--- src/rtl/stage_if_fetch.sv ---
// RV32I fetch stage: one outstanding imem request, stall hold buffer, redirect kill.
// Outputs are registered 1 cycle after imem_ack; stall freezes outputs; redirect overrides everything.
module stage_if_fetch #(
    parameter logic [31:0] RESET_PC = 32'h0000_0000,
    parameter logic [31:0] NOP_INST = 32'h0000_0013
) (
    input  logic        clk,
    input  logic        nrst,
    input  logic        stall,
    input  logic        redirect,
    input  logic [31:0] redirect_pc,
    output logic        imem_req,
    output logic [31:0] imem_addr,
    input  logic        imem_ack,
    input  logic [31:0] imem_rdata,
    output logic [31:0] pc,
    output logic [31:0] inst_IFID,
    output logic        if_valid
);

    typedef enum logic [1:0] {
        FETCH = 2'd0,
        HOLD  = 2'd1,
        KILL  = 2'd2
    } state_t;

    state_t      state;
    state_t      state_nxt;
    logic [31:0] fetch_pc;
    logic [31:0] kill_addr;
    logic [31:0] hold_pc;
    logic [31:0] hold_inst;

    always_ff @(posedge clk or posedge nrst) begin
        if (nrst) begin
            state <= FETCH;
        end else begin
            state <= state_nxt;
        end
    end

    always_comb begin
        state_nxt = state;
        case (state)
            FETCH: begin
                if (redirect) begin
                    state_nxt = imem_ack ? FETCH : KILL;
                end else if (imem_ack && stall) begin
                    state_nxt = HOLD;
                end
            end
            HOLD: begin
                if (redirect || !stall) begin
                    state_nxt = FETCH;
                end
            end
            KILL: begin
                if (imem_ack) begin
                    state_nxt = FETCH;
                end
            end
            default: state_nxt = FETCH;
        endcase
    end

    // Gating with nrst drops the request the moment reset is asserted, not at the next edge.
    always_comb begin
        imem_req  = !nrst && (state != HOLD);
        imem_addr = (state == KILL) ? kill_addr : fetch_pc;
    end

    always_ff @(posedge clk or posedge nrst) begin
        if (nrst) begin
            fetch_pc  <= RESET_PC;
            kill_addr <= RESET_PC;
            hold_pc   <= 32'd0;
            hold_inst <= 32'd0;
            pc        <= RESET_PC;
            inst_IFID <= NOP_INST;
            if_valid  <= 1'b0;
        end else if (redirect) begin
            fetch_pc  <= {redirect_pc[31:2], 2'b00};
            inst_IFID <= NOP_INST;
            if_valid  <= 1'b0;
            hold_pc   <= 32'd0;
            hold_inst <= 32'd0;
            // An unanswered request must keep its address on the bus until acked.
            if (state == FETCH && !imem_ack) begin
                kill_addr <= fetch_pc;
            end
        end else begin
            case (state)
                FETCH: begin
                    if (imem_ack) begin
                        if (stall) begin
                            hold_inst <= imem_rdata;
                            hold_pc   <= fetch_pc;
                        end else begin
                            pc        <= fetch_pc;
                            inst_IFID <= imem_rdata;
                            if_valid  <= 1'b1;
                            fetch_pc  <= fetch_pc + 32'd4;
                        end
                    end else if (!stall) begin
                        inst_IFID <= NOP_INST;
                        if_valid  <= 1'b0;
                    end
                end
                HOLD: begin
                    if (!stall) begin
                        pc        <= hold_pc;
                        inst_IFID <= hold_inst;
                        if_valid  <= 1'b1;
                        fetch_pc  <= hold_pc + 32'd4;
                    end
                end
                KILL: begin
                    if (!stall) begin
                        inst_IFID <= NOP_INST;
                        if_valid  <= 1'b0;
                    end
                end
                default: begin
                    inst_IFID <= NOP_INST;
                    if_valid  <= 1'b0;
                end
            endcase
        end
    end

endmodule

--- config.mk ---
export PLATFORM = sky130hd
export DESIGN_NAME = stage_if_fetch
export DESIGN_NICKNAME = d
export VERILOG_FILES = /design/src/rtl/stage_if_fetch.sv
export SDC_FILE = /design/constraint.sdc
export NUM_CORES = 1
export LEC_CHECK = 0
export ABC_CLOCK_PERIOD_IN_PS = 17900
export BUFFER_PORTS_ARGS = -buffer_cell sky130_fd_sc_hd__clkbuf_2
export CAP_MARGIN = 15
export CORE_UTILIZATION = 52
export CTS_BUF_LIST = sky130_fd_sc_hd__clkbuf_4 sky130_fd_sc_hd__clkbuf_8
export DETAILED_ROUTE_END_ITERATION = 8
export GPL_ROUTABILITY_DRIVEN = 0
export GPL_TIMING_DRIVEN = 1
export PLACE_DENSITY = 0.72
export SETUP_SLACK_MARGIN = 0.05
export SLEW_MARGIN = 20
export SYNTH_ARGS = -nofsm -noshare
export SYNTH_HDL_FRONTEND = slang
export SYNTH_SLANG_ARGS = --single-unit
--- constraint.sdc ---
create_clock -name clk -period 17.9 [get_ports clk]
set_input_delay 0.895 -clock clk [delete_from_list [all_inputs] [get_ports clk]]
set_output_delay 0.895 -clock clk [all_outputs]
set_load 0.02 [all_outputs]
======== Word level (Yosys, flattened, before mapping) ========
Cells that the tools add are included.
Widths: inputs -> output; s select.
storage, ports and cells
  bits in registers ....................... 195
  word-level logic and storage cells ...... 78
  input port bits ......................... 69
cells by class
  bitwise gates (word level) .............. 1
  $add $sub $neg .......................... 2
  multiplexer cells ....................... 35
  eq/ne operators ......................... 13
  reduce and logical (&&, ||, !) cells .... 19
operators with widths
  operator               count
  $mux 32                21
  $pmux 32 s2            2
  $pmux 32 s3            1
  $add 32x3->32 const B  2
  $ne 3x3->1 const B     4
  $mux 2                 5
  $ne 2x2->1 const B     5
  $reduce_bool 2->1      4
  $pmux 2 s3             1
  $reduce_and 3->1       2
  $reduce_and 5->1       1
  $mux 1                 4
  $ne 4x4->1 const B     1
  $reduce_and 2->1       2
  $reduce_and 4->1       1
  $logic_and 1x1->1      3
  $logic_not 1->1        3
  $pmux 1 s3             1
  $reduce_bool 3->1      1
  $eq 2x1->1 const B     1
  $eq 2x2->1 const B     1
  $logic_not 2->1        1
  $ne 2x1->1 const B     1
  $logic_or 1x1->1       1
  $not 1->1              1

======== Depth between registers and ports, before layout ========
  depth after elaboration ................. 5
  gate-level depth with buffers ........... 17
  mapped depth without buffers ............ 10

======== Worst setup path before layout ========
No wires, ideal clock.
  path type ............................... reg2reg
  start point ............................. reg state[1]
  end point ............................... reg fetch_pc[24]
  data arrival time ....................... 3,038 ps
  buffers on the path ..................... 7
  path slack .............................. 14,720 ps
  stages on the path, launching flop included .. 18
  required time ........................... 17,758 ps
  path through ............................ dfrtp_1 -> buf_6 -> nor2b_2 -> buf_6 -> buf_6 -> buf_2 -> buf_2 -> buf_2 -> nand2_1 -> nand2_1 -> ha_1 -> nand2_1 -> mux2i_1 -> nand4_1 -> buf_2 -> nor4_2 -> xor2_1 -> o221ai_1
on the way
  longest elaborated chain between the ends .. 3
  elaborated cells between the ends (all ways) .. 9
  classes of those cells .................. 4 x eq/ne; 2 x mux; 3 x reduce/logical
ends and longest elaborated chain
  item                                                   RTL line  RTL
  start, declared                                        27        state_t state;
  start signal, assigned                                 38        state <= state_nxt;
  $eq 2x1->1 or $logic_not 2->1 (tied branches)          92        case (state)
  $ne 3x3->1 (no line) (tied with other cells)           -
  $reduce_and 4->1 (no line) or $mux 32 (tied branches)  -
  end signal, assigned                                   82        fetch_pc <= {redirect_pc[31:2], 2'b00};
  end signal, assigned                                   102       fetch_pc <= fetch_pc + 32'd4;
  end signal, assigned                                   114       fetch_pc <= hold_pc + 32'd4;
  end, declared                                          29        logic [31:0] fetch_pc;
Several ways; a longest one is shown, not always the timed one.
A chain may end at the register's enable or synchronous reset.

======== Worst setup path after layout ========
  start point ............................. reg state[0]
  end point ............................... reg fetch_pc[28]
The elaborated chain is that of the path after synthesis.

==> results.cfg <==
[outcome]
status = completed

[critical_path]
cp-start-kind = flop
crit_path_end_kind = flop
critPathArrivalTime_ps = 4390
crit_fanout = 15
path_class = flop to flop
worst_ep_required_time_ps = 18230

[route]
routed_via_density = 5.97
vias = 7428
route.detailed.drc = 0
first_pass_iters = 5
final_antenna_net_count = 0
wl_um = 23300
drtIter0Drc = 335
wl_per_cell_um = 18.7

[global_route]
grt_pass1_vias = 7130
antenna_found_initial = 1
grt.total_usage = 0.260
grt_pass1_wl_um = 37400
grt_max_degree = 114
grt_remaining_overflow = 0

[clock_network]
cts.reportedPaths.clkPinSlew_ps = 100
cts_hold_buf = 0
clock_latency_ps = 470
ctsHtreeMaxLevel = 4
cts_tree = done
cts.sinks = 195
clockBufferDepth = 2
clock_tree.root_cell = clkbuf_8
postCtsSetupRepairBufs = 0
cts_buffers = 17
cts_resized = 0

[synthesis]
syn_inst = 875
synth.area.mux_share = 0.134
ys_types = 57
synth_area_um2 = 9370
netlist.area_leader.share = 0.513
ys_ff_latch = 195
synth_top_area_cell = dfrtp_1
synth_top_family_by_area = compound AO/OA/AOI/OAI gates
syn_nets = 945
yosysSeqAreaShare = 0.521
synth_ff_type = dfrtp_1
synthSimpleGateAreaFrac = 0.128
yosysWarningCount = 0
async_flop_share = 1.00
synthAdderAreaFrac = 0.00134
avgSynthCellArea_um2 = 10.7
ys_top_cells_by_area = dfrtp_1 51%, mux2_2 9.3%, a22o_1 6.0%
synth_compound_area_frac = 0.167
synth_edf_count = 0
synth_xor_area_frac = 0.0150

[pwr]
power_w = 0.00114
ir_drop_mv = 0.0657
p_leak_nw = 5.06
p_per_area_nw_per_um2 = 105

[min_path]
hp-class = flop to flop

[die]
dieArea_um2 = 18600
initial_core_util = 0.536
io-pin-count = 167
dieHeight_um = 136
die_width_um = 136
rows = 48
core_um2 = 17500

[sta]
fin_crit_sh = 0.227
finalMaxSlewViolations = 0
setup_viol = 0
worstMarginPinSlew_ps = 1080
rsz0062_at_grt = no
slew_headroom = 0.279
clock_skew_ps = 14.3
period_minus_slack_ps = 4060
finalHoldViolCount = 0
hold_slack_ps = 485
fin_tns_setup_ps = 0
max_freq_ghz = 0.246

[layout]
stdcell_count = 1244
syn2layout_area_growth_pct = 15.7
antenna_cells = 0
final_area_um2 = 10800
fillers = 1537
final_cell_mix = 192 x dfrtp_1, 164 x clkbuf_2, 145 x nand2_1
drive_gt1_frac = 0.305
regArea_um2 = 4880
multi_input_area_um2 = 4230
nets = 1077
final_common_cell = dfrtp_1

[placed_design]
hpwl_um = 14500
dp_cells = 1212
dpl_cell_area_um2 = 10300
io_buffers = 164

[flow_run]
max_cap_viol_count = 0
## power by group
group / internal [W] / switching, W
Clock: 0.000178 / 0.000158
Combinational: 0.000105 / 0.000158
Sequential: 0.000500 / 0.0000439
## final timing paths
path	from	endpoint	slack, ps	depth (start not counted)
min reg2reg	inst_IFID[24]	inst_IFID[24]	490	2
max	state[0]	fetch_pc[28]	13840	9
min	inst_IFID[24]	inst_IFID[24]	490	2
max reg2reg	state[0]	fetch_pc[28]	13840	9
max in group asynchronous	nrst	hold_pc[11]	16050	3
min in group asynchronous	nrst	inst_IFID[18]	550	2
## cell usage after synthesis, drive strengths merged, types with 3 or more instances
library cell  instances
dfrtp               192
nand2               146
mux2                 78
o21ai                75
a22o                 64
clkbuf               52
mux2i                35
nor2                 31
a22oi                29
a21oi                28
nand3                15
buf                  14
nor3b                14
xor2                 11
nor3                  8
nor4                  8
nand2b                6
o221ai                6
nand4                 5
nor2b                 5
xnor2                 5
a21o                  4
a31oi                 4
and3                  4
inv                   4
or2                   4
a211o                 3
dfstp                 3
nand3b                3
## layout make-up
| class | instances | area share |
|---|---|---|
| Sequential cell | 195 | 0.451 |
| Clock buffer | 20 | 0.0254 |
| Multi-Input combinational cell | 610 | 0.390 |
| Inverter | 4 | 0.00208 |
| Clock inverter | 11 | 0.0184 |
| Timing Repair Buffer | 179 | 0.0876 |
| Tap cell | 225 | 0.0260 |
## per-layer routing
metal	track usage	wire length, µm	vias to the layer above
li1	-	-	3411
met1	0.360	10600	3717
met2	0.417	10700	266
met3	0.0485	1550	32
met4	0.0778	405	2
met5	0	13	-
## flip-flops by register name, indices dropped and copies added (netlist names)
name	cells
fetch_pc	32
hold_inst	32
hold_pc	32
if_valid	1
inst_IFID	32
kill_addr	32
pc	32
state	2
## cell families after synthesis
| family | after synthesis |
|---|---|
| xor+xnor | 16 |
| simple gates | 255 |
| fa+ha+maj | 1 |
| buf+inv | 70 |
| flops | 195 |
| compound gates | 225 |
| mux | 113 |
## critical path, cell delays in order, from the launching register on
cell and delay (ps):
dfrtp_1 800, nand2b_1 390, mux2_2 410, ha_1 280, nand2_1 80, mux2i_1 300
nand4_1 650, a2111oi_2 680, mux2i_1 250, o21ai_1 70
## per-stage QoR
stage,utilization,setup WS (ps)
floorplan,-,11700
global placement,0.592,13930
detailed placement,0.592,13890
CTS,0.619,13830
global route,0.620,13640
finish,0.620,13840
(Power assumes the default switching activity.)
